<file path="src/rtl/async_input_debounce_if.sv">
// Signal bundle between the debounce filter and its consumers.
// The debouncer attaches through the master modport; the logic that feeds
// sync_in and consumes the clean level/strobes attaches through slave.
// Optional event-counter signals exist only when DEB_EVENT_COUNT_EN is defined.
interface async_input_debounce_if #(
  parameter int CNT_W = 8
);
  logic             sync_in;
  logic             clean_out;
  logic             rise_pulse;
  logic             fall_pulse;
  logic             busy;
`ifdef DEB_EVENT_COUNT_EN
  logic             evt_clr;
  logic [CNT_W-1:0] evt_count;
  logic             evt_ovf;

  modport master (
    input  sync_in, evt_clr,
    output clean_out, rise_pulse, fall_pulse, busy, evt_count, evt_ovf
  );

  modport slave (
    output sync_in, evt_clr,
    input  clean_out, rise_pulse, fall_pulse, busy, evt_count, evt_ovf
  );
`else
  modport master (
    input  sync_in,
    output clean_out, rise_pulse, fall_pulse, busy
  );

  modport slave (
    output sync_in,
    input  clean_out, rise_pulse, fall_pulse, busy
  );
`endif
endinterface

</file>
<file path="src/rtl/async_input_debounce.sv">
// Glitch filter and edge detector for one already-synchronized input.
// A new level is accepted only after FILTER_CYCLES consecutive samples that
// differ from the current clean level; acceptance produces a one-cycle
// rise or fall strobe in the same cycle clean_out changes. All outputs are
// registered.
// Optional feature (macro DEB_EVENT_COUNT_EN): saturating counter of accepted
// rising edges with a sticky overflow flag and a synchronous clear.
module async_input_debounce #(
  parameter int FILTER_CYCLES = 16,
  parameter bit RESET_LEVEL   = 1'b0,
  parameter int CNT_W         = 8
) (
  input  logic                  clk,
  input  logic                  rst,
  async_input_debounce_if.master deb
);

  localparam int QW = $clog2(FILTER_CYCLES + 1);
  // Counter value at which the next differing sample completes qualification.
  localparam logic [QW-1:0] LAST_CNT = QW'(FILTER_CYCLES - 1);

  typedef enum logic {
    ST_STABLE,
    ST_CHECK
  } state_t;

  state_t        state_q, state_d;
  logic [QW-1:0] cnt_q, cnt_d;
  logic          clean_q, clean_d;
  logic          rise_q, rise_d;
  logic          fall_q, fall_d;
  logic          busy_q, busy_d;
  logic          differ;
  logic          toggle;

  // State, qualification counter and registered outputs.
  // NOTE: sequential state uses non-blocking assignments so every register
  // samples the pre-edge values, independent of statement order.
  always_ff @(posedge clk or posedge rst) begin
    if (rst) begin
      state_q <= ST_STABLE;
      cnt_q   <= '0;
      clean_q <= RESET_LEVEL;
      rise_q  <= 1'b0;
      fall_q  <= 1'b0;
      busy_q  <= 1'b0;
    end else begin
      state_q <= state_d;
      cnt_q   <= cnt_d;
      clean_q <= clean_d;
      rise_q  <= rise_d;
      fall_q  <= fall_d;
      busy_q  <= busy_d;
    end
  end

  // Next-state logic: qualify a run of samples that differ from clean level.
  // NOTE: every signal written here gets a default first, so no path can
  // leave one unassigned and infer a latch.
  always_comb begin
    state_d = state_q;
    cnt_d   = cnt_q;
    clean_d = clean_q;
    busy_d  = busy_q;
    rise_d  = 1'b0;
    fall_d  = 1'b0;
    toggle  = 1'b0;
    differ  = (deb.sync_in != clean_q);

    unique case (state_q)
      ST_STABLE: begin
        if (differ) begin
          if (FILTER_CYCLES == 1) begin
            // A single differing sample is already a full run.
            toggle = 1'b1;
          end else begin
            state_d = ST_CHECK;
            cnt_d   = QW'(1);
            busy_d  = 1'b1;
          end
        end
      end
      ST_CHECK: begin
        if (!differ) begin
          // Glitch: the input returned to the accepted level early.
          state_d = ST_STABLE;
          cnt_d   = '0;
          busy_d  = 1'b0;
        end else if (cnt_q == LAST_CNT) begin
          toggle  = 1'b1;
          state_d = ST_STABLE;
          cnt_d   = '0;
          busy_d  = 1'b0;
        end else begin
          cnt_d = cnt_q + 1'b1;
        end
      end
      default: begin
        state_d = ST_STABLE;
        cnt_d   = '0;
        busy_d  = 1'b0;
      end
    endcase

    if (toggle) begin
      clean_d = ~clean_q;
      rise_d  = ~clean_q;
      fall_d  = clean_q;
    end
  end

  assign deb.clean_out  = clean_q;
  assign deb.rise_pulse = rise_q;
  assign deb.fall_pulse = fall_q;
  assign deb.busy       = busy_q;

`ifdef DEB_EVENT_COUNT_EN
  localparam logic [CNT_W-1:0] EVT_MAX = '1;

  logic [CNT_W-1:0] evt_cnt_q, evt_cnt_d;
  logic             evt_ovf_q, evt_ovf_d;

  // Event counter next state; counts on rise_d so the count moves in the
  // same cycle rise_pulse is seen. A clear coinciding with a rise keeps
  // that rise.
  always_comb begin
    evt_cnt_d = evt_cnt_q;
    evt_ovf_d = evt_ovf_q;
    if (rise_d) begin
      if (deb.evt_clr) begin
        evt_cnt_d = CNT_W'(1);
        evt_ovf_d = 1'b0;
      end else if (evt_cnt_q == EVT_MAX) begin
        evt_ovf_d = 1'b1;
      end else begin
        evt_cnt_d = evt_cnt_q + 1'b1;
      end
    end else if (deb.evt_clr) begin
      evt_cnt_d = '0;
      evt_ovf_d = 1'b0;
    end
  end

  // Event counter registers.
  always_ff @(posedge clk or posedge rst) begin
    if (rst) begin
      evt_cnt_q <= '0;
      evt_ovf_q <= 1'b0;
    end else begin
      evt_cnt_q <= evt_cnt_d;
      evt_ovf_q <= evt_ovf_d;
    end
  end

  assign deb.evt_count = evt_cnt_q;
  assign deb.evt_ovf   = evt_ovf_q;
`endif

endmodule

</file>
<file path="src/flat_wrapper.sv">
// flat-port wrapper written by rule: the top's interface ports become plain ports
module async_input_debounce_flat 
#(
  parameter int FILTER_CYCLES = 16,
  parameter bit RESET_LEVEL   = 1'b0,
  parameter int CNT_W         = 8
)
  (clk, rst, deb_sync_in, deb_clean_out, deb_rise_pulse, deb_fall_pulse, deb_busy);
  async_input_debounce_if #(.CNT_W(CNT_W)) deb_i ();
  input  logic clk;
  input  logic rst;
  input wire logic [$bits(deb_i.sync_in)-1:0] deb_sync_in;
  output wire logic [$bits(deb_i.clean_out)-1:0] deb_clean_out;
  output wire logic [$bits(deb_i.rise_pulse)-1:0] deb_rise_pulse;
  output wire logic [$bits(deb_i.fall_pulse)-1:0] deb_fall_pulse;
  output wire logic [$bits(deb_i.busy)-1:0] deb_busy;
  assign deb_i.sync_in = deb_sync_in;
  assign deb_clean_out = deb_i.clean_out;
  assign deb_rise_pulse = deb_i.rise_pulse;
  assign deb_fall_pulse = deb_i.fall_pulse;
  assign deb_busy = deb_i.busy;
  async_input_debounce #(.FILTER_CYCLES(FILTER_CYCLES), .RESET_LEVEL(RESET_LEVEL), .CNT_W(CNT_W)) u_core (.clk(clk), .rst(rst), .deb(deb_i));
endmodule
</file>
<file path="config.mk">
export PLATFORM = sky130hd
export DESIGN_NAME = async_input_debounce_flat
export DESIGN_NICKNAME = d
export VERILOG_FILES = /design/src/rtl/async_input_debounce_if.sv /design/src/rtl/async_input_debounce.sv /design/src/flat_wrapper.sv
export SDC_FILE = /design/constraint.sdc
export NUM_CORES = 1
export LEC_CHECK = 0
export ABC_CLOCK_PERIOD_IN_PS = 2000
export CAP_MARGIN = 20
export CORE_AREA = 2 2 39 41
export CTS_BUF_LIST = sky130_fd_sc_hd__clkbuf_4
export CTS_CLUSTER_SIZE = 28
export DETAILED_ROUTE_END_ITERATION = 16
export DIE_AREA = 0 0 41 43
export SYNTH_ARGS = -nofsm -noshare
export SYNTH_HDL_FRONTEND = slang
export SYNTH_SLANG_ARGS = --single-unit
</file>
<file path="constraint.sdc">
create_clock -name clk -period 2 [get_ports clk]
set_clock_uncertainty 0.05 [all_clocks]
set_input_delay 0.5 -clock clk [delete_from_list [all_inputs] [get_ports clk]]
set_output_delay 0.5 -clock clk [all_outputs]
set_load 0.05 [all_outputs]
</file>
==> Word level (Yosys, flattened, before mapping) <==
Index checks and enable logic that the tools add are counted.
{ "totals": {"register_bits": 10, "in_bits": 3, "out_inout_bits": 4, "word_cells": 31} }
{ "classes": {"addsub": 1, "eq_ne": 4, "mux": 17, "n_bitwise": 2, "n_reduce_logical": 1} }
{ "ops": {"columns": ["cell", "count"], "rows": [
  ["two-way mux 5 bit", 3],
  ["two-way mux 1 bit", 11],
  ["one-hot mux 5 bit (2 select lines)", 1],
  ["adder 5 x 1 -> 5 bit, second input constant", 1],
  ["equality test 5 x 4 -> 1 bit, second input constant", 1],
  ["one-hot mux 1 bit (2 select lines)", 2],
  ["inequality test 3 bit, second input constant", 1],
  ["inequality test 2 x 1 -> 1 bit, second input constant", 1],
  ["inverter 1 bit", 2],
  ["AND reduction 2 bit", 1],
  ["inequality test 1 bit", 1]
]} }

==> Depth between registers and ports, before layout <==
{ "depth": {"ltp_word": 5, "ltp_mapped": 4, "ltp_nobuf": 4} }

==> Worst setup path after synthesis <==
Ideal clock, no wire load.
{ "synth_path": {"path_type": "register to register", "start": "register u_core.clean_q, in the netlist u_core.deb.clean_out", "end": "register u_core.cnt_q[2]", "setup_time_ns": 0.126, "arrival_time_ns": 1.425, "required_time_ns": 1.824, "slack_ns": 0.399, "path_stages_with_launch": 4, "n_path_buf": 0, "period_less_slack_ns": 1.601, "path_cell_list": "dfrtp_1 -> xnor2_1 -> nor2_2 -> a221o_1"} }
{ "synth_via": {"elab_chain_cells": 3, "elab_cells_between_ends": 4, "classes_between": "2 x eq/ne; 2 x mux"} }
{ "synth_rtl": {"columns": ["element", "line", "rtl"], "rows": [
  ["start, declared", "async_input_debounce.sv:29", "logic clean_q, clean_d;"],
  ["start signal, assigned", "async_input_debounce.sv:50", "clean_q <= clean_d;"],
  ["inequality test 1 bit *", "async_input_debounce.sv:68", "differ = (deb.sync_in != clean_q);"],
  ["two-way mux 5 bit", "async_input_debounce.sv:84", "if (!differ) begin"],
  ["one-hot mux 5 bit (2 select lines)", "async_input_debounce.sv:70", "unique case (state_q)"],
  ["end signal, assigned", "async_input_debounce.sv:49", "cnt_q <= cnt_d;"],
  ["end, declared", "async_input_debounce.sv:28", "logic [QW-1:0] cnt_q, cnt_d;"]
]} }
Mark *: on every way between the ends. The rest lies on a longest branch, timed or not.
A chain may end at the register's enable or synchronous reset.

==> Final worst setup path <==
{ "layout_path": {"start": "input deb_sync_in", "end": "register u_core.cnt_q[2]"} }
{ "layout_via": {"elab_chain_cells": 3, "elab_cells_between_ends": 4, "classes_between": "2 x eq/ne; 2 x mux"} }
{ "layout_rtl": {"columns": ["element", "line", "rtl"], "rows": [
  ["start, declared", "flat_wrapper.sv:12", "input wire logic [$bits(deb_i.sync_in)-1:0] deb_sync_in;"],
  ["inequality test 1 bit *", "async_input_debounce.sv:68", null],
  ["two-way mux 5 bit", "async_input_debounce.sv:84", null],
  ["one-hot mux 5 bit (2 select lines)", "async_input_debounce.sv:70", null]
]} }
Marks and branches as above.

==> impl_metrics.env <==
export IMPL_cts_num_sinks=10
export IMPL_crit_buf_inv=1
export IMPL_fin_util_pct=41.23
export IMPL_num_rows=14
export IMPL_num_vias=345
export IMPL_slowest_stage="xnor2_1"
export IMPL_coreArea_mm2=0.001384
export IMPL_netlist_area_leader_share_pct=54.50
export IMPL_hold_ws_ps=439.6
export IMPL_seq_area_frac_synth_pct=54.50
export IMPL_via_per_inst=5.149
export IMPL_hold_viol_final=0
export IMPL_final_antenna_net_count=0
export IMPL_cts_setup_buffers=0
export IMPL_period_needed_ps=1775
export IMPL_internal_power_mw=0.3390
export IMPL_placedCellCount=63
export IMPL_critical_path_top_delay_family="XOR/XNOR gates"
export IMPL_first_pass_iters=2
export IMPL_cp_arrival_ps=1870
export IMPL_endpoint_kind="flip-flop"
export IMPL_synthCells=39
export IMPL_antennaDiodeCount=0
export IMPL_cts_resized=0
export IMPL_outcome="completed"
export IMPL_crit_fanout=7
export IMPL_setup_viol=0
export IMPL_fill_cells=146
export IMPL_clockPowerShare_pct=29.8
export IMPL_slew_viol_final=0
export IMPL_wire_per_inst_um=12.21
export IMPL_pwr_density_cell_mw_per_mm2=857.5
export IMPL_fin_crit_sh_pct=88.73
export IMPL_worstPathCellList="clkdlybuf4s50_1 -> xnor2_1 -> nor2_2 -> a221o_1"
export IMPL_netSwitchingFraction_pct=30.71
export IMPL_synth_distinct_cells=21
export IMPL_max_freq_ghz=0.5635
export IMPL_critPathRequiredTime_ps=2100
export IMPL_max_stage_delay_ps=510
export IMPL_dpl_hpwl_um=583.4
export IMPL_p_leak_nw=0.2728
export IMPL_worstSetupStartpointType="input pin"
export IMPL_p_switching_mw=0.1503
export IMPL_wl_um=818
export IMPL_synth_seq_cells=10
export IMPL_clkSlewWorstSetupHoldPaths_ps=70
export IMPL_port_buffers=6
export IMPL_cts_tree="yes"
export IMPL_gp_congestion=0.7544
export IMPL_peakVddDrop_mv=0.4306
export IMPL_grt_start_max_net_pins=11
export IMPL_drv_cap=0
export IMPL_layout_cells_non_filler=67
export IMPL_die_w_um=41
export IMPL_slew_headroom_pct=61.44
export IMPL_min_path_type="input pin to async pin"
export IMPL_power_total_mw=0.4893
export IMPL_holdBufCountCts=0
export IMPL_criticalPathCategory="input pin to flip-flop"
export IMPL_grtUsageTotal_pct=12.65
export IMPL_drt_iter0_drc=5
export IMPL_cts_max_level=1
export IMPL_grt_pass1_vias=337
export IMPL_cts_buffer_depth=2
export IMPL_seqPwrFrac_pct=49.9
export IMPL_io_pins=7
export IMPL_drcViolationCount=0
export IMPL_ys_warn_count=0
export IMPL_worst_pin_slew_ps=574.3
export IMPL_synth_area_per_cell_um2=11.77
export IMPL_dieArea_mm2=0.001763
export IMPL_grt_pass1_wl_mm=1.414
export IMPL_overflow=0
export IMPL_netlist_top_cells_area="dfrtp_1 54%, nor4b_1 3.8%, o21ai_0 3.3%"
export IMPL_syn_area_um2=459.2
export IMPL_numCtsBuffers=3
export IMPL_syn_nets=43
export IMPL_nNetsFinal=56
export IMPL_cts_root_buf="clkbuf_4"
export IMPL_antenna_found_initial=0
export IMPL_fp_dieH_um=43
export IMPL_fin_setup_tns_ps=0
export IMPL_final_layout_size_suffix_gt1_share_pct=23.53
export IMPL_yosysTopAreaCell="dfrtp_1"
export IMPL_clk_latency_ps=270
export IMPL_rsz0062_at_grt="false"
export IMPL_initial_core_util_pct=33.18
export IMPL_area_growth_pct=24.25
export IMPL_pwr_share_comb_pct=20.3
==> cell usage in the layout, fill, tap and decap left out <==
master,synthesis,routed
dfrtp_1,10,10
buf_4,0,6
o21ai_0,3,3
clkbuf_4,0,3
inv_1,2,2
and3_1,2,2
nor4b_1,2,2
o21a_1,2,2
nor2_2,2,2
nand2_1,2,2
nor3b_1,2,2
clkdlybuf4s50_1,0,2
and4b_1,1,1
xnor2_1,1,1
nor4_1,1,1
a211o_1,1,1
xor2_1,1,1
a22o_2,1,1
nor2b_1,1,1
a221o_1,1,1
a21oi_1,1,1
mux2_1,1,1
a311oi_1,1,1
ha_1,1,1
clkinv_1,0,1
==> worst register-to-register path, stage by stage, from the launching register on <==
cell and delay [ps]:
dfrtp_1 400, ha_1 240, and4b_1 240, nand2_1 140, mux2_1 340
==> power by group through the flow <==
| stage | logic (mW) | clock network [mW] | registers [mW] |
|---|---|---|---|
| floorplan | 0.0529 | 0 | 0.262 |
| global placement | 0.0996 | 0 | 0.247 |
| detailed placement | 0.0995 | 0 | 0.247 |
| CTS | 0.100 | 0.150 | 0.244 |
| global route | 0.111 | 0.157 | 0.247 |
| finish | 0.0994 | 0.146 | 0.244 |
==> through the flow <==
step / instance area, µm² / setup WS (ps)
finish: 570.5 / 225.3
global route: 570.5 / 119.9
CTS: 570.5 / 227.3
detailed placement: 544.3 / -43.46
global placement: 544.3 / -3.682
floorplan: 459.2 / 399.5
==> cells by family after synthesis <==
logic type	after synthesis	synth area share, %
compound gates	10	15.80
xor+xnor	2	3.815
fa+ha+maj	1	2.724
buf+inv	2	1.635
flops	10	54.50
mux	1	2.452
simple gates	13	19.07
==> Yosys cell counts, drive strengths merged <==
cell type	count
inv	2
nor4b	2
mux2	1
a22o	1
xnor2	1
nor2b	1
a21oi	1
nor3b	2
o21ai	3
and4b	1
dfrtp	10
a311oi	1
nor2	2
xor2	1
ha	1
nand2	2
and3	2
a211o	1
nor4	1
o21a	2
a221o	1
==> registers in the layout (all words and copies together), names as in the netlist <==
signal / count
u_core.deb.clean_out: 1
u_core.deb.busy: 1
u_core.deb.fall_pulse: 1
u_core.deb.rise_pulse: 1
u_core.cnt_q: 5
u_core.state_q: 1
==> layout make-up <==
type / count / area [µm²] / area share [%]
sequential: 10 / 250.2 / 43.86
multi-input combinational: 27 / 201.4 / 35.31
timing repair buffer: 8 / 65.06 / 11.40
clock buffer: 3 / 22.52 / 3.947
tap: 16 / 20.02 / 3.509
inverter: 2 / 7.507 / 1.316
clock inverter: 1 / 3.754 / 0.6579
==> per-layer routing <==
| metal | vias to the layer above | track usage [%] | part of all wire (%) |
|---|---|---|---|
| met5 | - | 0 | 0 |
| met4 | 0 | 10.00 | 4.4 |
| li1 | 169 | - | - |
| met3 | 4 | 5.236 | 3.9 |
| met1 | 166 | 14.24 | 46 |
| met2 | 6 | 17.81 | 45 |
==> final timing paths <==
kind,start,cells after the start,end,slack [ps]
setup / recovery,deb_sync_in,4,u_core.cnt_q[2],230
max in group asynchronous,rst,2,u_core.cnt_q[1],1190
hold reg to reg,u_core.cnt_q[4],1,u_core.cnt_q[4],460
min in group clk,u_core.cnt_q[4],1,u_core.cnt_q[4],460
setup reg to reg,u_core.cnt_q[0],4,u_core.deb.clean_out,480
hold / removal,rst,2,u_core.deb.rise_pulse,440
No activity file was read; power rests on OpenSTA's default activity.
